## config.mk

```make
export PLATFORM = sky130hd
export DESIGN_NAME = pbdebounce_multi
export DESIGN_NICKNAME = d
export VERILOG_FILES = /design/src/rtl/pbdebounce_pkg.sv /design/src/rtl/pbdebounce_ch.sv /design/src/rtl/pbdebounce_multi.sv
export SDC_FILE = /design/constraint.sdc
export NUM_CORES = 1
export LEC_CHECK = 0
export CAP_MARGIN = 0
export CORE_MARGIN = 2
export CORE_UTILIZATION = 40
export CTS_CLUSTER_SIZE = 16
export DETAILED_ROUTE_END_ITERATION = 16
export PLACE_DENSITY = 0.58
export RECOVER_POWER = 100
export SLEW_MARGIN = 20
export SYNTH_ARGS = -nofsm -noshare
export SYNTH_HDL_FRONTEND = slang
export SYNTH_SLANG_ARGS = --single-unit
```

## constraint.sdc

```tcl
create_clock -name clk -period 3 [get_ports clk]
set_input_delay 0.45 -clock clk [delete_from_list [all_inputs] [get_ports clk]]
set_output_delay 0.45 -clock clk [all_outputs]
set_load 0.005 [all_outputs]
```

## src/rtl/pbdebounce_pkg.sv

```systemverilog
// Shared defaults and helpers for the push-button debouncer.
// The hold-counter width is sized so the counter can hold HOLD_TICKS itself.
package pbdebounce_pkg;

  localparam int DEFAULT_DEPTH      = 8;
  localparam int DEFAULT_HOLD_TICKS = 1000;

  function automatic int hold_cnt_width(input int hold_ticks);
    return $clog2(hold_ticks + 1);
  endfunction

endpackage

```

## src/rtl/pbdebounce_ch.sv

```systemverilog
// One debounced button channel: synchroniser, sample shift register,
// hysteresis level, edge pulses and a saturating long-press counter.
module pbdebounce_ch
  import pbdebounce_pkg::*;
#(
  parameter int DEPTH      = DEFAULT_DEPTH,
  parameter int HOLD_TICKS = DEFAULT_HOLD_TICKS
) (
  input  logic clk,
  input  logic rst_n,
  input  logic tick,
  input  logic button,
  output logic pbreg,
  output logic press,
  output logic rel_pulse,
  output logic long_press
);

  localparam int CW = hold_cnt_width(HOLD_TICKS);
  localparam logic [CW-1:0] HOLD_MAX  = CW'(HOLD_TICKS);
  localparam logic [CW-1:0] HOLD_LAST = CW'(HOLD_TICKS - 1);

  logic             sync_a;
  logic             s;
  logic [DEPTH-1:0] shift;
  logic [DEPTH-1:0] shift_next;
  logic [CW-1:0]    hold_cnt;

  assign shift_next = {shift[DEPTH-2:0], s};

  // The synchroniser runs every clk so s is always settled when a tick arrives.
  always_ff @(posedge clk) begin
    if (!rst_n) begin
      sync_a <= 1'b0;
      s      <= 1'b0;
    end else begin
      sync_a <= button;
      s      <= sync_a;
    end
  end

  always_ff @(posedge clk) begin
    if (!rst_n) begin
      shift     <= '0;
      pbreg     <= 1'b0;
      press     <= 1'b0;
      rel_pulse <= 1'b0;
    end else begin
      press     <= 1'b0;
      rel_pulse <= 1'b0;
      if (tick) begin
        shift <= shift_next;
        if (&shift_next && !pbreg) begin
          pbreg <= 1'b1;
          press <= 1'b1;
        end else if (~|shift_next && pbreg) begin
          pbreg     <= 1'b0;
          rel_pulse <= 1'b1;
        end
      end
    end
  end

  // Uses the registered level, so counting begins on the tick after the rise.
  always_ff @(posedge clk) begin
    if (!rst_n) begin
      hold_cnt   <= '0;
      long_press <= 1'b0;
    end else begin
      long_press <= 1'b0;
      if (!pbreg) begin
        hold_cnt <= '0;
      end else if (tick && hold_cnt < HOLD_MAX) begin
        hold_cnt <= hold_cnt + CW'(1);
        if (hold_cnt == HOLD_LAST) begin
          long_press <= 1'b1;
        end
      end
    end
  end

endmodule

```

## src/rtl/pbdebounce_multi.sv

```systemverilog
// N independent debounced push-button channels sharing one sample tick.
module pbdebounce_multi
  import pbdebounce_pkg::*;
#(
  parameter int N          = 4,
  parameter int DEPTH      = DEFAULT_DEPTH,
  parameter int HOLD_TICKS = DEFAULT_HOLD_TICKS
) (
  input  logic         clk,
  input  logic         rst_n,
  input  logic         tick,
  input  logic [N-1:0] button,
  output logic [N-1:0] pbreg,
  output logic [N-1:0] press,
  output logic [N-1:0] rel_pulse,
  output logic [N-1:0] long_press
);

  for (genvar i = 0; i < N; i++) begin : g_ch
    pbdebounce_ch #(
      .DEPTH      (DEPTH),
      .HOLD_TICKS (HOLD_TICKS)
    ) u_ch (
      .clk        (clk),
      .rst_n      (rst_n),
      .tick       (tick),
      .button     (button[i]),
      .pbreg      (pbreg[i]),
      .press      (press[i]),
      .rel_pulse  (rel_pulse[i]),
      .long_press (long_press[i])
    );
  end

endmodule
```

# [Word-level counts from Yosys, hierarchy flattened]
# Cells that the tools add are included.
[totals] ff_bits=92 latchBits=0 ramBits=0 rom_bits=0 in_bits=7 output_inout_bits=16 word_cells=115 mem_count=0
[op_classes] add_sub_neg=4 multipliers=0 div_mod_pow=0 magnitude_cmp=4 eq_ne=4 shift=0 mux=20 bitwise=2 n_reduce_logical=49
[op_table] cell="adder 10 x 1 -> 10 bit (second input constant)" count=4
[op_table] cell="== test 10 bit (second input constant)" count=4
[op_table] cell="less-than comparator 10 bit (second input constant)" count=4
[op_table] cell="AND reduction 8 bit" count=4
[op_table] cell="OR reduction 8 bit" count=4
[op_table] cell="2-to-1 mux 1 bit" count=20
[op_table] cell="AND reduction 2 bit" count=9
[op_table] cell="logical AND 1 bit" count=12
[op_table] cell="AND reduction 3 bit" count=4
[op_table] cell="OR reduction 3 bit" count=4
[op_table] cell="zero test 1 bit" count=8
[op_table] cell="nonzero test 2 bit" count=4
[op_table] cell="NOT 1 bit" count=2

# [Logic depth before layout (Yosys ltp)]
# Gate-level depths: netlist of the first run.
[depth] word_depth=5 depth_mapped=6 ltp_nobuf=4

# [Cells and area by module]
# A second synthesis of the first run with hierarchy kept.
[unflattened] hier_cells=396 area_unflattened_um2=3818.7
[modules_own_cells] mod="pbdebounce_ch" instances=4 cells_each=99 area_each_um2=954.7 seq_area_each_um2=460.4

# [Worst setup path before layout of the first run]
# Ideal clock, no wire load.
[synth_path] path_kind="input port to flip-flop" startpoint="in tick" endpoint="reg g_ch[3].u_ch.hold_cnt[8]" setup_ns=0.116 arrival_ns=1.305 t_required_ns=2.884 setup_slack_ns=1.578 path_stages=4 path_buffers=1 path_cell_list="buf_4 > nand3_1 > or4_1 > o211a_1"
[synth_between] elab_chain_len=1
[synth_rtl] item="from (decl)" line_no="pbdebounce_multi.sv:11" rtl="input logic tick,"
[synth_rtl] item="logical AND 1 bit" line_no="pbdebounce_ch.sv:73" rtl="end else if (tick && hold_cnt < HOLD_MAX) begin"
[synth_rtl] item="to (signal assigned)" line_no="pbdebounce_ch.sv:74" rtl="hold_cnt <= hold_cnt + CW'(1);"
[synth_rtl] item="to (decl)" line_no="pbdebounce_ch.sv:27" rtl="logic [CW-1:0] hold_cnt;"
# No other way between the ends.
# A chain may end at the register's enable or synchronous reset.

==> impl_metrics.env, run 1 <==
export IMPL_wire_per_inst_um=13.2
export IMPL_cts_max_level=3
export IMPL_maxCapViolations=0
export IMPL_area_delta_synth_final_pct=8.58
export IMPL_cts_tree="done"
export IMPL_start_kind="input port"
export IMPL_use_met2_pct=22.8
export IMPL_hold_buffers=0
export IMPL_r2r_start="g_ch[2].u_ch.hold_cnt[0]$_SDFFE_PN0P_"
export IMPL_cts_buffers=9
export IMPL_multi_input_area_sq_um=2050
export IMPL_syn_area_sq_um=4190
export IMPL_cts_sinks=92
export IMPL_antennaDiodeCount=0
export IMPL_yosys_top_cells_count="92 x dfxtp_1, 53 x mux2i_1, 52 x nand2_1, 28 x nor2b_1, 20 x nand2b_1"
export IMPL_power_density_nw_per_um2=477
export IMPL_min_period_over_period_pct=75.5
export IMPL_clock_root_buffer="clkbuf_8"
export IMPL_final_nets=453
export IMPL_ys_flop_type="dfxtp_1"
export IMPL_die_w_um=106
export IMPL_p_total_mw=2.17
export IMPL_die_area_sq_um=11300
export IMPL_rrSetupSlack_ps=1470
export IMPL_tns_ps=0
export IMPL_synth_top_area_share_pct=44.0
export IMPL_tightest_slew_ps=1040
export IMPL_required_ps=3320
export IMPL_met1_usage_pct=19.5
export IMPL_synth_area_top_cells="dfxtp_1 44%, mux2i_1 13%, nand2_1 4.7%, nor2b_1 4.2%, buf_4 3.2%"
export IMPL_core_sq_um=10200
export IMPL_cts_resized=0
export IMPL_grt_first_pass_wirelength_um=13300
export IMPL_seq_area_frac_synth_pct=44.0
export IMPL_drc=0
export IMPL_dp_final_hpwl_um=5260
export IMPL_cts_path_max_buffers=2
export IMPL_gr_usage_all_layers_pct=14.7
export IMPL_drtPass1Iterations=5
export IMPL_avgSynthCellArea_sq_um=9.41
export IMPL_antenna_found_initial=0
export IMPL_portBuffers=22
export IMPL_ys_ff_latch=92
export IMPL_grt_pass1_vias=2748
export IMPL_gp_congestion=0.758
export IMPL_synth_cell_type_count=48
export IMPL_drtIter0Drc=81
export IMPL_postCtsSetupRepairBufs=0
export IMPL_vias_per_cell=5.17
export IMPL_clock_fmax_ghz=0.442
export IMPL_maxSlewViolCount=0
export IMPL_crit_arrival_ps=2580
export IMPL_initial_core_util_pct=40.9
export IMPL_synth_edf_count=0
export IMPL_grt_use_met3_pct=2.58
export IMPL_hold_class="reg -> reg"
export IMPL_r2r_end="g_ch[2].u_ch.hold_cnt[8]$_SDFFE_PN0P_"
export IMPL_cp_max_fo=13
export IMPL_placementRows=37
export IMPL_synth_most_common_cell="dfxtp_1"
export IMPL_seq_area_sq_um=1840
export IMPL_yosysWarnings=0
export IMPL_ff2ff_path_depth=4
export IMPL_status="finished, final reports clean"
export IMPL_n_fill_cell=990
export IMPL_grt_setup_unrepaired="no"
export IMPL_fin_util_pct=44.4
export IMPL_critPathKind="in -> reg"
export IMPL_period_needed_ps=2260
export IMPL_syn_nets=456
export IMPL_ant_nets=0
export IMPL_synthArstFlopShare_pct=0
export IMPL_relSlewSlack_pct=30.5
export IMPL_drt_wl_total_um=7690
export IMPL_placed_area_sq_um=4370
export IMPL_grt_max_degree=30
export IMPL_whs_path_depth=1
export IMPL_finalClockSkew_ps=11.6
export IMPL_drive_gt1_share_pct=5.37
export IMPL_setup_viol=0
export IMPL_synthCells=445
export IMPL_grt_overflow_total=0
export IMPL_end_kind="flip-flop"
export IMPL_min_delay_start="g_ch[3].u_ch.sync_a$_SDFF_PN0_"
export IMPL_vias=3012
export IMPL_die_h_um=106
export IMPL_io_pins=23
export IMPL_design_area_sq_um=4550
export IMPL_ir_drop_v=0.000254
export IMPL_path_clk_slew_ps=100
export IMPL_finalHoldViolations=0
export IMPL_yosysTopAreaCell="dfxtp_1"
export IMPL_clock_latency_ps=370
export IMPL_min_to="g_ch[3].u_ch.s$_SDFF_PN0_"
export IMPL_busiest_layer="met2"
export IMPL_power_leakage_nw=1.59
==> worst max-delay path, cell delays in order <==
cell,delay [ps]
dlygate4sd3_1,840
clkbuf_1,410
nand2_1,260
nor4_1,500
a21o_1,120
==> cells in the final DEF, fill, tap and decap left out, drive strengths merged, types with 3 or more instances in the layout <==
| cell | Yosys | layout |
|---|---|---|
| a31oi | 3 | 3 |
| inv | 8 | 11 |
| o21a | 5 | 5 |
| a21oi | 5 | 5 |
| a21o | 5 | 5 |
| clkbuf | 11 | 14 |
| ha | 4 | 4 |
| dfxtp | 92 | 92 |
| o21ai | 5 | 5 |
| nand2 | 53 | 53 |
| nand2b | 20 | 20 |
| clkinvlp | 0 | 3 |
| and2 | 13 | 13 |
| and4 | 4 | 4 |
| nor2b | 28 | 28 |
| clkdlybuf4s50 | 0 | 4 |
| nor2 | 14 | 14 |
| a31o | 3 | 3 |
| nand3 | 15 | 15 |
| dlygate4sd3 | 0 | 17 |
| o211a | 3 | 3 |
| nor4 | 17 | 17 |
| and3 | 4 | 4 |
| nor3 | 3 | 3 |
| mux2i | 53 | 53 |
| nand4 | 11 | 11 |
| or4 | 3 | 3 |
| a211oi | 17 | 17 |
==> layer usage <==
metal	wire length, um	vias to the layer above
met1	3890	1411
met4	168	0
met2	3410	35
li1	-	1555
met3	215	11
met5	0	-
==> layout make-up <==
class	count	share of cell area, %
Clock buffer	9	2.73
Timing Repair Buffer	28	5.37
Multi-Input combinational cell	303	45.2
Inverter	8	0.661
Sequential cell	92	40.5
Tap cell	136	3.74
Clock inverter	7	1.79
==> registers in the layout, summed over array words and instances (netlist names) <==
name                  count
g_ch.u_ch.press           4
g_ch.u_ch.long_press      4
g_ch.u_ch.pbreg           4
g_ch.u_ch.sync_a          4
g_ch.u_ch.shift          28
g_ch.u_ch.hold_cnt       40
g_ch.u_ch.rel_pulse       4
g_ch.u_ch.s               4
==> kinds of logic (layout without fill, tap and decap cells) <==
family          count (synthesis)  in the layout  synth area share [%]
compound gates                 57             57                  11.0
buf+inv                        50             52                  6.63
flops                          92             92                  44.0
mux                            53             53                  12.7
fa+ha+maj                       4              4                  1.20
simple gates                  189            189                  24.5
==> metrics by stage <==
| stage | hold WS, ps | std cells | setup WS, ps |
|---|---|---|---|
| 2_1_floorplan | 412 | 445 | 1580 |
| 3_3_place_gp | 416 | 567 | 799 |
| 3_5_place_dp | 422 | 567 | 669 |
| 4_1_cts | 445 | 583 | 1060 |
| 5_1_grt | 461 | 583 | 529 |
| 6_report | 440 | 583 | 736 |
==> where the power goes <==
part           leakage [nW]  switching [mW]  internal, mW  total (mW)
Combinational         0.757          0.0334        0.0297      0.0631
Clock                0.0944           0.476         0.397       0.873
Sequential            0.743         0.00468          1.23        1.23
Total                  1.59           0.514          1.65        2.17
==> worst max path at each step <==
stage / startpoint / to / cells past startpoint
final: rst_n / g_ch[0].u_ch.pbreg$_SDFFE_PN0P_ / 5
after global routing: rst_n / g_ch[0].u_ch.pbreg$_SDFFE_PN0P_ / 5
after CTS: rst_n / g_ch[0].u_ch.pbreg$_SDFFE_PN0P_ / 5
after detailed placement: rst_n / g_ch[0].u_ch.pbreg$_SDFFE_PN0P_ / 5
after global placement: rst_n / g_ch[0].u_ch.pbreg$_SDFFE_PN0P_ / 5
after floorplan: tick / g_ch[3].u_ch.hold_cnt[8]$_SDFFE_PN0P_ / 4
(Power assumes the default switching activity.)
==> inputs of run 2 (changes only) <==
- clock period: 3 -> 2.1 ns (I/O delays scaled with it)
==> run 2 against run 1 <==
  * Global-route usage is 0.15 points lower
  * Core utilization is 0.70 points higher
  * Critical path depth stayed put
  * Die area stayed put
  * Hold slack worse by 17 ps
  * Power is 48% higher
  * Sequential share of layout area is 0.63 points lower
  * Critical path type unchanged
  * Largest power group unchanged
==> impl_metrics.env, run 2 (synthesis gave the netlist of run 1 again) <==
export IMPL_grt_first_pass_wirelength_um=13400
export IMPL_timing_hold_ws_ps=423
export IMPL_maxSlewViolCount=0
export IMPL_final_common_cell="dfxtp_1"
export IMPL_largest_register="g_ch.u_ch.hold_cnt"
export IMPL_grt_overflow_total=0
export IMPL_core_sq_um=10200
export IMPL_p_total_mw=3.21
export IMPL_rrSetupSlack_ps=490
export IMPL_power_density_nw_per_um2=696
export IMPL_final_nets=457
export IMPL_initial_core_util_pct=40.9
export IMPL_placed_area_sq_um=4410
export IMPL_end_kind="flip-flop"
export IMPL_wire_per_inst_um=12.8
export IMPL_setup_slack_ps=425
export IMPL_layout_common_cells="92 x dfxtp_1, 53 x mux2i_1, 52 x nand2_1"
export IMPL_cts_sinks=92
export IMPL_setup_viol=0
export IMPL_clock_fmax_ghz=0.597
export IMPL_finalClockSkew_ps=9.11
export IMPL_tns_ps=0
export IMPL_cts_max_level=3
export IMPL_die_area_sq_um=11300
export IMPL_cts_buffers=9
export IMPL_cts_path_max_buffers=2
export IMPL_antennaDiodeCount=0
export IMPL_antenna_found_initial=0
export IMPL_vias=3019
export IMPL_crit_arrival_ps=1960
export IMPL_clock_root_buffer="clkbuf_8"
export IMPL_area_delta_synth_final_pct=10.3
export IMPL_grt_setup_unrepaired="no"
export IMPL_drtIter0Drc=103
export IMPL_grt_max_degree=22
export IMPL_dpl_worst_slack_ps=200
export IMPL_maxCapViolations=0
export IMPL_tightest_slew_ps=829
export IMPL_gr_usage_all_layers_pct=14.6
export IMPL_required_ps=2390
export IMPL_ir_drop_v=0.000364
export IMPL_drt_wl_total_um=7530
export IMPL_stdcell_count=587
export IMPL_multi_input_area_sq_um=2060
export IMPL_path_clk_slew_ps=90
export IMPL_drc=0
export IMPL_postCtsSetupRepairBufs=0
export IMPL_drive_gt1_share_pct=6.43
export IMPL_fin_util_pct=45.1
export IMPL_start_kind="input port"
export IMPL_period_needed_ps=1680
export IMPL_gp_congestion=0.754
export IMPL_finalHoldViolations=0
export IMPL_drtPass1Iterations=4
export IMPL_power_leakage_nw=1.66
export IMPL_placedCellCount=571
export IMPL_cts_resized=0
export IMPL_largestRegisters="g_ch.u_ch.hold_cnt x40, g_ch.u_ch.shift x28"
export IMPL_die_h_um=106
export IMPL_die_w_um=106
export IMPL_min_period_over_period_pct=79.8
export IMPL_relSlewSlack_pct=44.8
export IMPL_portBuffers=22
export IMPL_grt_pass1_vias=2907
export IMPL_dp_final_hpwl_um=5320
export IMPL_n_fill_cell=1023
export IMPL_cts_tree="done"
export IMPL_cp_max_fo=7
export IMPL_seq_area_sq_um=1840
export IMPL_hold_class="in -> reg"
export IMPL_critPathKind="in -> reg"
export IMPL_io_pins=23
export IMPL_placementRows=37
export IMPL_ant_nets=0
export IMPL_hold_buffers=0
export IMPL_largest_reg_flops=40
export IMPL_status="finished, final reports clean"
export IMPL_design_area_sq_um=4620
export IMPL_vias_per_cell=5.14
export IMPL_clock_latency_ps=360
## run 2: area by class of cell
cell class | count | area share, %
clock inverter | 6 | 2.03
clock buffer | 10 | 2.98
inverter | 8 | 0.650
sequential | 92 | 39.9
tap | 136 | 3.69
multi-input combinational | 303 | 44.5
timing repair buffer | 32 | 6.23
## run 2: per-layer routing
layer | vias to the layer above | share of wire (%) | track usage, %
met2 | 28 | 46 | 23.4
met5 | - | 0 | 0
li1 | 1563 | - | -
met4 | 0 | 1.8 | 5.36
met1 | 1417 | 49 | 18.8
met3 | 11 | 3.0 | 3.68
## run 2: path summary, 6_finish.rpt
kind / startpoint / end / depth (start not counted)
worst min-delay path: tick / g_ch[2].u_ch.hold_cnt[2]$_SDFFE_PN0P_ / 4
worst min register to register: g_ch[3].u_ch.sync_a$_SDFF_PN0_ / g_ch[3].u_ch.s$_SDFF_PN0_ / 1
worst max-delay path: rst_n / g_ch[2].u_ch.hold_cnt[5]$_SDFFE_PN0P_ / 5
worst max register to register: g_ch[3].u_ch.hold_cnt[7]$_SDFFE_PN0P_ / g_ch[3].u_ch.hold_cnt[7]$_SDFFE_PN0P_ / 3
## run 2: critical path, cell delays in order
cell	delay (ps)
dlygate4sd3_1	610
clkbuf_1	280
nand2_1	170
or4_1	510
o21ai_0	80
## run 2: power breakdown
part	internal [mW]	switching, mW
logic	0.0479	0.0486
clock network	0.716	0.639
registers	1.75	0.00699
